<file path="config.mk">
export PLATFORM = sky130hd
export DESIGN_NAME = collision_scheduler
export DESIGN_NICKNAME = d
export VERILOG_FILES = /design/src/rtl/collision_scheduler.sv
export SDC_FILE = /design/constraint.sdc
export NUM_CORES = 1
export LEC_CHECK = 0
export CORE_ASPECT_RATIO = 1.75
export CORE_MARGIN = 2
export CORE_UTILIZATION = 60
export CTS_BUF_LIST = sky130_fd_sc_hd__clkbuf_4 sky130_fd_sc_hd__clkbuf_8
export DETAILED_ROUTE_END_ITERATION = 8
export DONT_BUFFER_PORTS = 1
export HOLD_SLACK_MARGIN = 0.06
export MAX_ROUTING_LAYER = met4
export PLACE_DENSITY = 0.9
export SYNTH_ARGS = -nofsm -noshare
export SYNTH_HDL_FRONTEND = slang
export SYNTH_SLANG_ARGS = --single-unit
</file>
<file path="constraint.sdc">
create_clock -name Clk -period 4.25 [get_ports Clk]
set_clock_uncertainty 0.1 [all_clocks]
set_input_delay 0.2125 -clock Clk [delete_from_list [all_inputs] [get_ports Clk]]
set_output_delay 0.2125 -clock Clk [all_outputs]
set_load 0.01 [all_outputs]
</file>
<file path="src/rtl/collision_scheduler.sv">
// Scans one Mario-vs-enemy box overlap per cycle after each frame start and
// reports stomps, bounce and sticky death to the game controller.
// Ports: Clk, Reset (async, active low), frame_start, game_clear,
// Mario_X_Pos/Mario_Y_Pos/Mario_Y_Motion, enemy_x_flat/enemy_y_flat,
// enemy_alive -> enemy_kill, stomp_bounce, mario_die, busy, scan_done,
// overrun.
// Option: define STOMP_GRACE_EN for side-hit immunity after a stomp.
module collision_scheduler #(
  parameter int N_ENEMY      = 4,
  parameter int BOX          = 32,
  parameter int GRACE_FRAMES = 8
) (
  input  logic                   Clk,
  input  logic                   Reset,
  input  logic                   frame_start,
  input  logic                   game_clear,
  input  logic [12:0]            Mario_X_Pos,
  input  logic [12:0]            Mario_Y_Pos,
  input  logic [12:0]            Mario_Y_Motion,
  input  logic [13*N_ENEMY-1:0]  enemy_x_flat,
  input  logic [13*N_ENEMY-1:0]  enemy_y_flat,
  input  logic [N_ENEMY-1:0]     enemy_alive,
  output logic [N_ENEMY-1:0]     enemy_kill,
  output logic                   stomp_bounce,
  output logic                   mario_die,
  output logic                   busy,
  output logic                   scan_done,
  output logic                   overrun
);

  typedef enum logic [1:0] {
    IDLE,
    SCAN,
    RESOLVE
  } state_t;

  localparam logic [13:0] BOX14 = 14'(BOX);

  state_t             state, state_nx;
  logic [3:0]         idx;
  logic [12:0]        mx, my, mv;
  logic [12:0]        ex, ey;
  logic [N_ENEMY-1:0] kill_pend, sel;
  logic               die_pend;
  logic               alive_sel, hit;
  logic               falling, last, start;
  logic               side_ok;

  always_comb begin
    ex  = '0;
    ey  = '0;
    sel = '0;
    for (int i = 0; i < N_ENEMY; i++) begin
      if (idx == 4'(i)) begin
        ex     = enemy_x_flat[13*i +: 13];
        ey     = enemy_y_flat[13*i +: 13];
        sel[i] = 1'b1;
      end
    end
  end

  // Sums are widened to 14 bits so boxes near 8191 do not wrap.
  assign alive_sel = |(sel & enemy_alive);
  assign hit = alive_sel
    && ({1'b0, mx} < {1'b0, ex} + BOX14)
    && ({1'b0, ex} < {1'b0, mx} + BOX14)
    && ({1'b0, my} < {1'b0, ey} + BOX14)
    && ({1'b0, ey} < {1'b0, my} + BOX14);

  assign falling = (mv != 13'd0) && !mv[12];
  assign last    = idx == 4'(N_ENEMY - 1);
  assign start   = (state == IDLE) && frame_start;
  assign busy    = state != IDLE;

  always_comb begin
    state_nx = state;
    unique case (state)
      IDLE:    if (frame_start) state_nx = SCAN;
      SCAN:    if (last) state_nx = RESOLVE;
      RESOLVE: state_nx = IDLE;
      default: state_nx = IDLE;
    endcase
    if (game_clear) state_nx = IDLE;
  end

  always_ff @(posedge Clk or negedge Reset) begin
    if (!Reset) state <= IDLE;
    else        state <= state_nx;
  end

`ifdef STOMP_GRACE_EN
  logic [3:0] grace;

  assign side_ok = grace == 4'd0;

  always_ff @(posedge Clk or negedge Reset) begin
    if (!Reset) begin
      grace <= 4'd0;
    end else if (game_clear) begin
      grace <= 4'd0;
    end else if (state == RESOLVE && |kill_pend) begin
      grace <= 4'(GRACE_FRAMES);
    end else if (start && grace != 4'd0) begin
      grace <= grace - 4'd1;
    end
  end
`else
  assign side_ok = 1'b1;
`endif

  always_ff @(posedge Clk or negedge Reset) begin
    if (!Reset) begin
      idx          <= 4'd0;
      mx           <= '0;
      my           <= '0;
      mv           <= '0;
      kill_pend    <= '0;
      die_pend     <= 1'b0;
      enemy_kill   <= '0;
      stomp_bounce <= 1'b0;
      scan_done    <= 1'b0;
      mario_die    <= 1'b0;
      overrun      <= 1'b0;
    end else begin
      enemy_kill   <= '0;
      stomp_bounce <= 1'b0;
      scan_done    <= 1'b0;
      if (game_clear) begin
        idx       <= 4'd0;
        kill_pend <= '0;
        die_pend  <= 1'b0;
        mario_die <= 1'b0;
        overrun   <= 1'b0;
      end else begin
        if (frame_start && state != IDLE) overrun <= 1'b1;
        unique case (state)
          IDLE: begin
            if (start) begin
              mx        <= Mario_X_Pos;
              my        <= Mario_Y_Pos;
              mv        <= Mario_Y_Motion;
              kill_pend <= '0;
              die_pend  <= 1'b0;
              idx       <= 4'd0;
            end
          end
          SCAN: begin
            if (hit) begin
              if (falling && !mario_die) kill_pend <= kill_pend | sel;
              else if (side_ok) die_pend <= 1'b1;
            end
            idx <= last ? 4'd0 : idx + 4'd1;
          end
          RESOLVE: begin
            enemy_kill   <= kill_pend;
            stomp_bounce <= |kill_pend;
            mario_die    <= mario_die | die_pend;
            scan_done    <= 1'b1;
          end
          default: ;
        endcase
      end
    end
  end

endmodule

</file>
### Word-level counts from Yosys, hierarchy flattened

Cells that the tools add are included.

* flip-flop bits (word level): 58
* input bits: 151
* output and inout port bits: 9
* word-level logic and storage cells: 99

* $add $sub $neg: 5
* $lt $le $gt $ge: 4
* equal/unequal tests: 11
* mux-type cells: 39
* bitwise logic cells: 4
* reductions and logical operators: 24

Operators by type and width (count)
* 13-bit 2-to-1 mux: 8
* 13-bit by 6-bit adder with 14-bit output, second input constant: 4
* 13-bit by 14-bit < comparator with 1-bit output: 4
* 4-bit 2-to-1 mux: 8
* 3-bit != test, second input constant: 6
* 1-bit 2-to-1 mux: 16
* 4-bit case mux with 2 select lines: 2
* 13-bit nonzero test: 1
* 4-bit by 2-bit == test with 1-bit output, second input constant: 2
* 1-bit logical AND: 8
* 4-bit AND reduction: 2
* 4-bit OR reduction: 2
* 2-bit 2-to-1 mux: 3
* 2-bit nonzero test: 3
* 4-bit by 1-bit adder with 4-bit output, second input constant: 1
* 4-bit bitwise AND: 1
* 4-bit by 1-bit == test with 1-bit output, second input constant: 1
* 4-bit zero test: 1
* 4-bit OR: 1
* 2-bit case mux with 2 select lines: 1
* 2-bit AND reduction: 2
* 3-bit AND reduction: 1
* 3-bit nonzero test: 1
* 2-bit by 1-bit == test with 1-bit output, second input constant: 1
* other kinds (6): 7

### Depth between registers and ports, before layout

Gate-level depths: netlist (run 1).

* depth after elaboration: 14
* gate-level depth with buffers: 19
* depth with buffers taken out: 17

### Worst setup path after synthesis (run 1)

OpenSTA, ideal clock, no wires.

* kind: register -> register
* start: register idx[1]
* end: register die_pend
* library setup time: 0.067 ns
* data arrival time: 3.962 ns
* required time: 4.083 ns
* path slack: 0.121 ns
* cell stages (with the launch flop): 19
* buffers on the path: 3
* period minus slack after synthesis: 4.129 ns
* cells stage by stage: dfrtp_1 inv_1 ha_1 buf_2 buf_2 and2_1 clkbuf_1 a222oi_1 o31ai_1 ha_1 xor2_1 ha_1 a21o_1 a21o_1 a21oi_1 o21ai_0 a21o_1 a2111oi_4 a22o_1

* longest elaborated chain between the ends: 13
* elaborated cells on any way between the ends: 30
* those cells by class: add/sub (2); order compare (4); eq/ne (4); mux (12); bitwise (1); reduce/logical (7)

Ends and longest elaborated chain
* start, declared: line 40 `logic [3:0] idx;`
* start signal, assigned: line 152 `idx <= last ? 4'd0 : idx + 4'd1;`
* 4-bit zero test: line 54 `if (idx == 4'(i)) begin`
* 13-bit 2-to-1 mux (4 in series): line 54
* 13-bit by 6-bit adder with 14-bit output: line 65 `&& ({1'b0, mx} < {1'b0, ex} + BOX14)`
* 13-bit by 14-bit < comparator with 1-bit output: line 65
* 1-bit logical AND: line 65
* 1-bit logical AND: line 66 `&& ({1'b0, ex} < {1'b0, mx} + BOX14)`
* 1-bit logical AND: line 67 `&& ({1'b0, my} < {1'b0, ey} + BOX14)`
* 1-bit logical AND *: line 68 `&& ({1'b0, ey} < {1'b0, my} + BOX14);`
* 3-bit != test (no source line) *
* 4-bit AND reduction (no source line) *
* end signal, assigned: line 118 `die_pend <= 1'b0;`
* end signal, assigned: line 131 `die_pend <= 1'b0;`
* end signal, assigned: line 143 `die_pend <= 1'b0;`
* end, declared: line 44 `logic die_pend;`

Every way passes the cells marked *; elsewhere a longest branch is shown, timed or not.
A chain may end at the register's enable or synchronous reset.

### Worst setup path after layout (run 1)

* start: register idx[0]
* end: register kill_pend[0]

* longest elaborated chain between the ends: 13
* elaborated cells on any way between the ends: 35
* those cells by class: add/sub (2); order compare (4); eq/ne (4); mux (16); bitwise (2); reduce/logical (7)

Ends and longest elaborated chain
* 4-bit zero test: line 54
* 13-bit 2-to-1 mux (4 in series): line 54
* 13-bit by 6-bit adder with 14-bit output: line 65
* 13-bit by 14-bit < comparator with 1-bit output: line 65
* 1-bit logical AND: line 65
* 1-bit logical AND: line 66
* 1-bit logical AND: line 67
* 1-bit logical AND: line 68
* 3-bit != test (no source line)
* 4-bit AND reduction (no source line)
* end signal, assigned: line 149 `if (falling && !mario_die) kill_pend <= kill_pend | sel;`
* end, declared: line 43 `logic [N_ENEMY-1:0] kill_pend, sel;`

Parallel ways exist; a longest one is shown, timed or not. The select of a mux whose other input is x is not followed.

==> results by stage, run 1 <==
Run status:
- The run finished with clean final reports.

Global routing:
- The global-route wire length before repair is 23100 um.
- The number of global-route vias before repair is 4707.
- Global routing consumed, over all layers together, 35.4% of the routing resources.
- The pin count of the biggest net entering global routing is 59.
- The number of antenna violations at the first check in global routing is 1.
- The aggregate global routing overflow is 0.

Clocking:
- The number of clock buffers added by TritonCTS is 9.
- The clock passes through at most 2 buffers.
- The root buffer cell chosen for the clock tree is clkbuf_8.
- Clock tree synthesis found a total of 58 sinks.
- The clock tree from TritonCTS is yes.
- The clock latency of the later-clocked register in the worst-skew pair is 360 ps.
- The H-tree generated during clock tree synthesis spans 3 levels.
- The clock-pin slew of the registers on the worst-case setup and hold paths is 70 ps.

Drt:
- Dividing the detail-routed via count by the number of cells gives 6.78.
- The number of nets with antenna violations after detailed routing is 0.
- After detailed routing, the average wire length per cell comes to 22.8 um.
- For this block, the initial DRC count from the detailed router was 296.
- The total wire length is 15300 um.
- The detailed router placed 4562 vias in this run.
- The total DRC errors in the routed layout is 0.
- The number of iterations in the first detailed-routing pass is 6.

Hold path:
- The worst hold path belongs to the class in -> reg.

Setup path:
- Of all nets on the critical path, the largest fanout is 6.
- The type of element capturing the critical path is a flop.
- On the worst path, the slowest cell contributes a delay of 450 ps.
- Data on the critical path is required at its endpoint by 4440 ps.
- The worst setup path is launched from a flop.
- STA puts the critical path data arrival time at 4210 ps.
- Walking the worst path, the cells encountered are inv_1 > ha_4 > nor4b_4 > a222oi_1 > o31ai_1 > buf_4 > ha_2 > nand2_1 > nor2_2 > xnor2_1 > ha_1 > nand2_1 > a2bb2oi_2 > a21oi_1 > a311o_1 > o31a_1 > a2111oi_4 > a22o_1.
- The critical path is of the reg -> reg type.
- The slowest stage cell on the critical path is dfrtp_2.
- The most common cell type on the critical path is nand2_1.

Timing:
- Headroom to the max-slew limit came out at 23.0%.
- The number of endpoints failing setup at the final stage is 0.
- At the pin with the least slew margin, the transition time is 1150 ps.
- The number of failing hold endpoints at the final stage is 0.
- On the final layout, the worst hold slack is 133 ps.
- The final critical delay including setup and external delays is 4020 ps.
- The max-slew violation count is 0.
- The ratio of final minimum period to clock period is 94.5%.
- The highest attainable clock frequency is 0.249 GHz.
- The accumulated negative setup slack is 0 ps.

Floorplan:
- The die covers 8760 sq um.
- The starting utilization of the core area is 61.1%.
- The number of I/O pins is 160.
- The floorplan step set the die width to 71.6 um.
- In this run the vertical extent of the chip is 122 um.
- The core region is 7860 sq um.
- The floorplan has 43 rows.

Synth:
- The average size of a mapped cell is 9.17 sq um.
- The share of the synthesized area in the top cell type is 30.2%.
- The number of nets in the synthesized netlist is 728.
- In the post-synthesis netlist, the biggest area contributors are dfrtp_1, ha_1, mux2_2.
- The cell type with the highest aggregate area in the netlist is dfrtp_1.
- Counting flops with an async set or reset pin after synthesis yields a share of 100%.
- The number of synthesized flops with an enable pin is 0.
- The number of synthesized register bits is 58.
- The mapped netlist covers 4800 sq um.
- After synthesis, the netlist uses 62 different library cells.
- In the synthesized netlist the dominant register cell turns out to be dfrtp_1.
- After synthesis, flip-flops and latches occupy 30.2% of the total area.
- The synthesized instance count is 523.
- The count of synthesis-stage warnings from yosys is 0.

Power and ir drop:
- The total leakage power is 0.00255 uW.
- The maximum VDD drop is 0.368 mV.
- Power spread over the standard cell area amounts to 404 nW/um^2.
- Summing internal, switching and leakage power gives 2320 uW.

Job:
- Max-cap violations in this run came to 0.

Cells and area:
- The library cells used most frequently in the layout, excluding fill and tap cells, are dfrtp_1, ha_1, dlygate4sd3_1, nand2_1, inv_1.
- The most common cell after layout, fill and taps aside is dfrtp_1.
- The number of standard cells in the final layout excluding fillers is 673.
- Cells with a size suffix above 1 make up 17.5% of the layout.
- The final layout contains 782 nets.
- The area growth from synthesis to layout is 19.7%.

Place:
- Detailed placement finished with a half-perimeter wire length of 10800 um.
- Routability-driven placement finished with a final weighted congestion of 0.925.
- The number of buffers inserted by port buffering is 0.
- The number of placed cells counting well taps is 610.
## sequential cells by signal, summed over array words and instances, names as in the netlist, 2 cells and up
register	cells
state	2
mx	13
kill_pend	4
enemy_kill	4
idx	4
my	13
mv	13
## metal layers
metal / share of wire [%] / vias to the layer above / GRT usage (%)
li1: - / 2048 / -
met1: 34 / 2155 / 35.2
met2: 52 / 279 / 62.8
met3: 7.2 / 80 / 6.40
met4: 6.3 / 0 / 21.8
met5: 0 / - / -
## layout make-up
cell class	instances	area, sq um
Antenna cell	1	2.50
Clock buffer	12	159
Clock inverter	4	73.8
Fill cell	552	2110
Inverter	38	143
Multi-Input combinational cell	404	3160
Sequential cell	58	1450
Tap cell	90	113
Timing Repair Buffer	66	636
## path summary, 6_finish.rpt
path	endpoint	start	slack [ps]	cells past startpoint
worst max-delay path	kill_pend[0]	idx[0]	230	18
worst min-delay path	kill_pend[2]	game_clear	130	2
worst max register to register	kill_pend[0]	idx[0]	230	18
worst min register to register	state[1]	state[1]	410	1
max in group asynchronous	my[0]	Reset	3490	2
min in group asynchronous	overrun	Reset	280	2
## logic make-up after synthesis
| kind of cell | share of synthesized area, % |
|---|---|
| xor gates and xnor gates | 4.38 |
| AOI/OAI and AO/OA | 20.4 |
| DFF | 30.2 |
| adders and majority gates | 14.1 |
| muxes | 9.05 |
| and+or+nand+nor | 16.7 |
| buffers and inverters | 5.08 |
## report_power, final
group          leakage, uW  total [uW]  switching, uW  internal (uW)
clock             0.000120         599            230            369
combinational      0.00170         978            517            461
sequential        0.000724         743            106            637
total              0.00255        2320            853           1470
## Yosys cell counts, drive strengths merged (2+ instances only)
library cell  count
xnor2            10
or2               3
nand2            39
o221ai            3
o31ai             7
nand4            12
mux2             35
and2              9
inv              38
and3              7
buf               8
a211oi            3
dfrtp            58
nor2             32
ha               54
xor2             14
a22o              5
nand3b            5
nor2b            10
and4              3
nand3            13
nand2b            2
nor3              8
a21o              8
nor4              4
clkbuf           15
mux2i             4
a2111oi           3
a32oi             3
o211ai            2
a222oi            4
a21oi            36
a221o             5
a22oi            11
a221oi            8
o31a              2
o21ai            22
## stage by stage
stage	utilization [%]	cell area, sq um	setup slack [ps]
finish	73.1	5740	232
global route	73.1	5740	-15.6
CTS	72.3	5680	27.9
detailed placement	63.4	4980	-20.0
global placement	63.4	4980	-0.679
floorplan	-	4800	121
## worst max-delay path: cells and delay by family, from the launching register on
kind / cells / cell delay [ps]
buf+inv: 2 / 320
fa+ha+maj: 3 / 650
xor+xnor: 1 / 130
simple gates: 4 / 590
flops: 1 / 450
compound gates: 8 / 1700
## repair_timing
action                                  4_1_cts  5_1_grt
pin swaps                                     0        6
endpoints found under the setup margin        5        5
hold buffers                                 44        0
buffers inserted                              0        2
resized for setup                             1       16
endpoints found under the hold margin       111        0
Power figures use the tool's default switching activity.
==> run 2: changes to the inputs <==
==> constraint.sdc (replaced) <==
create_clock -name Clk -period 3.4 [get_ports Clk]
set_clock_uncertainty 0.1 [all_clocks]
set_input_delay 0.17 -clock Clk [delete_from_list [all_inputs] [get_ports Clk]]
set_output_delay 0.17 -clock Clk [all_outputs]
set_load 0.01 [all_outputs]
==> results by stage, run 2 (synthesized netlist as in run 1, its figures left out) <==
Timing:
- The ratio of final minimum period to clock period is 115%.
- The worst slew margin relative to its limit is 32.0%.
- The slew at the pin with the worst max-slew slack is 1020 ps.
- The accumulated negative setup slack is -2530 ps.
- For this run, the top clock speed supported by timing is 0.255 GHz.
- Setup repair after global routing could not meet its margin everywhere.
- The max-slew violation count came to 0.
- The smallest clock period supported by the final layout is computed as 3920 ps.
- Setup violations remaining at the end of the flow were counted as 5.
- The smallest setup slack after layout is -519 ps.
- The number of failing hold endpoints at the final stage is 0.

Setup path:
- The critical path contains buffers and inverters numbering 4 combined.
- The worst setup path is of the reg -> reg kind.
- Among all stages on the critical path, the largest delay is contributed by dfrtp_2.
- The most common cell type on the critical path is buf_4.
- The required time of the worst setup path is 3590 ps.
- The maximum fanout encountered on the critical timing path is 12.
- The endpoint arrival time on the critical path is 4110 ps.
- Traced cell by cell, the critical path runs through buf_4 > ha_1 > buf_4 > buf_4 > a21oi_1 > a22oi_1 > nor2_2 > nand4_1 > xnor2_1 > ha_1 > o21a_1 > o21ai_2 > nor3_2 > a311o_1 > o31a_1 > a2111oi_4 > buf_4 > a22o_1.
- The worst setup path is launched from a flop.
- In this design, the stage delay of the slowest critical-path cell is 450 ps.
- Grouping stages by cell kind, the critical path spends the most delay in compound AO/OA/AOI/OAI gates.
- The type of element capturing the critical path is a flop.

Clocking:
- In this run the deepest clock path goes through 2 buffers.
- The root buffer cell chosen for the clock tree is clkbuf_8.
- The clock latency of the later-clocked register in the worst-skew pair is 350 ps.
- The deepest level of the CTS H-tree is 3.
- The clock-pin slew of the registers on the worst-case setup and hold paths is 80 ps.
- In this run, CTS created clock tree buffers numbering 9.
- The clock sink count is 58.
- TritonCTS built the clock tree.

Place:
- The placed wire-length estimate is 11100 um.
- At the placement stage, the worst setup path has a slack of -472 ps.
- The number of buffers inserted by port buffering is 0.
- The final estimated routing congestion in global placement is 0.941.
- After detailed placement, the total cell area comes to 5360 sq um.

Drt:
- After detailed routing, the number of vias per cell comes to 6.74.
- The number of nets with antenna violations after detailed routing is 0.
- The number of vias in the routed layout is 4872.
- The total wire length is 16200 um.
- The average detailed-routed wire length per instance is 22.4 um.
- The first TritonRoute pass finished after 5 iterations.
- For this block, the initial DRC count from the detailed router was 520.
- The total DRC errors in the routed layout is 0.

Power and ir drop:
- The total power divided by cell area is 479 nW/um^2.
- The completed layout was analyzed and its total power is 2950 uW.
- The maximum VDD drop is 0.394 mV.
- The total leakage power is 0.00278 uW.

Floorplan:
- The core box area is 7860 sq um.
- The total die area is 8760 sq um.
- The die span in x is 71.6 um.
- The floorplan has 43 rows.
- The floorplan step set the die height to 122 um.
- The starting utilization of the core area is 61.1%.
- 160 I/O pins were placed.

Run status:
- The checks that failed: setup timing.
- The run finished, with violations left.

Global routing:
- The number of antenna violations at the first check in global routing is 0.
- Entering global routing, the biggest net connects 59 pins.
- The total routing usage reported by global routing is 39.0%.
- After global routing the overflow that remains totals 0.
- The first global-routing pass estimated 25100 um of wire.
- The number of global-route vias before repair is 4989.

Cells and area:
- The number of antenna repair diodes is 0.
- The library cell used most frequently in the layout, excluding fill and tap cells, is buf_4.
- The filler cell count in the final layout is 479.
- The post-layout net count is 833.
- The post-route standard cell area excluding fillers is 6160 sq um.
- In the final layout, the registers with the most flip-flops are mv: 13 flops, mx: 13 flops, my: 13 flops.
- The proportion of layout cells with a drive suffix above 1 is 25.6%.
- Leaving out fill and tap cells, the most frequent cells in the layout are buf_4, dfrtp_1, ha_1, dlygate4sd3_1, nand2_1.
- The area growth from synthesis to layout is 28.4%.

Hold path:
- The class of the tightest hold or removal check is in -> reg.

Job:
- Across the run, the number of max-cap violations was 0.
==> run 2: changes by cell type in the layout (fill, tap and decap cells not counted), sizes merged <==
cell | before | now
buf | 23 | 74
clkinvlp | 0 | 3
clkbuf | 12 | 10
diode | 1 | 0
bufinv | 2 | 0
inv | 38 | 39
==> run 2: worst paths after layout <==
path / from / end / slack [ps] / cells past startpoint
setup / recovery: idx[0] / die_pend / -520 / 18
hold / removal: game_clear / kill_pend[1] / 90 / 2
setup reg to reg: idx[0] / die_pend / -520 / 18
hold reg to reg: mv[0] / mv[0] / 420 / 1
max in group asynchronous: Reset / my[5] / 2680 / 2
min in group asynchronous: Reset / die_pend / 210 / 2
==> run 2: report_power, final <==
group / internal, uW / switching [uW] / total [uW]
registers: 796 / 131 / 927
logic: 703 / 724 / 1430
clock network: 284 / 311 / 594
==> run 2: metal layers <==
metal  vias to the layer above  global-route usage [%]  part of all wire [%]
met3                       101                    6.40                   6.7
li1                       2132                       -                     -
met2                       311                    68.5                    53
met4                         0                    28.1                   7.0
met1                      2328                    37.9                    33
met5                         -                       -                     0
==> run 2: stage by stage <==
stage / utilization [%] / instances / hold WS [ps]
after global routing: 78.4 / 723 / 103
after detailed placement: 68.3 / 652 / -225
after floorplan: - / 523 / -226
after global placement: 68.3 / 652 / -225
final: 78.4 / 723 / 89.6
after CTS: 77.9 / 719 / 77.6
==> run 2: layout make-up <==
type | count | area, sq um | share of cell area [%]
flip-flops and latches | 58 | 1450 | 23.6
clock buffers | 10 | 138 | 2.23
repair buffers | 117 | 1030 | 16.8
multi-input cells | 404 | 3240 | 52.5
well taps | 90 | 113 | 1.83
inverters | 38 | 145 | 2.36
clock inverters | 6 | 41.3 | 0.670
==> run 2: repair_timing <==
| action | in CTS | in global routing |
|---|---|---|
| buffers inserted | 7 | 4 |
| hold buffers | 44 | 0 |
| endpoints found under the hold margin | 111 | 0 |
| setup endpoints to repair | 5 | 5 |
| gates resized for setup | 14 | 3 |
| pin swaps | 19 | 7 |
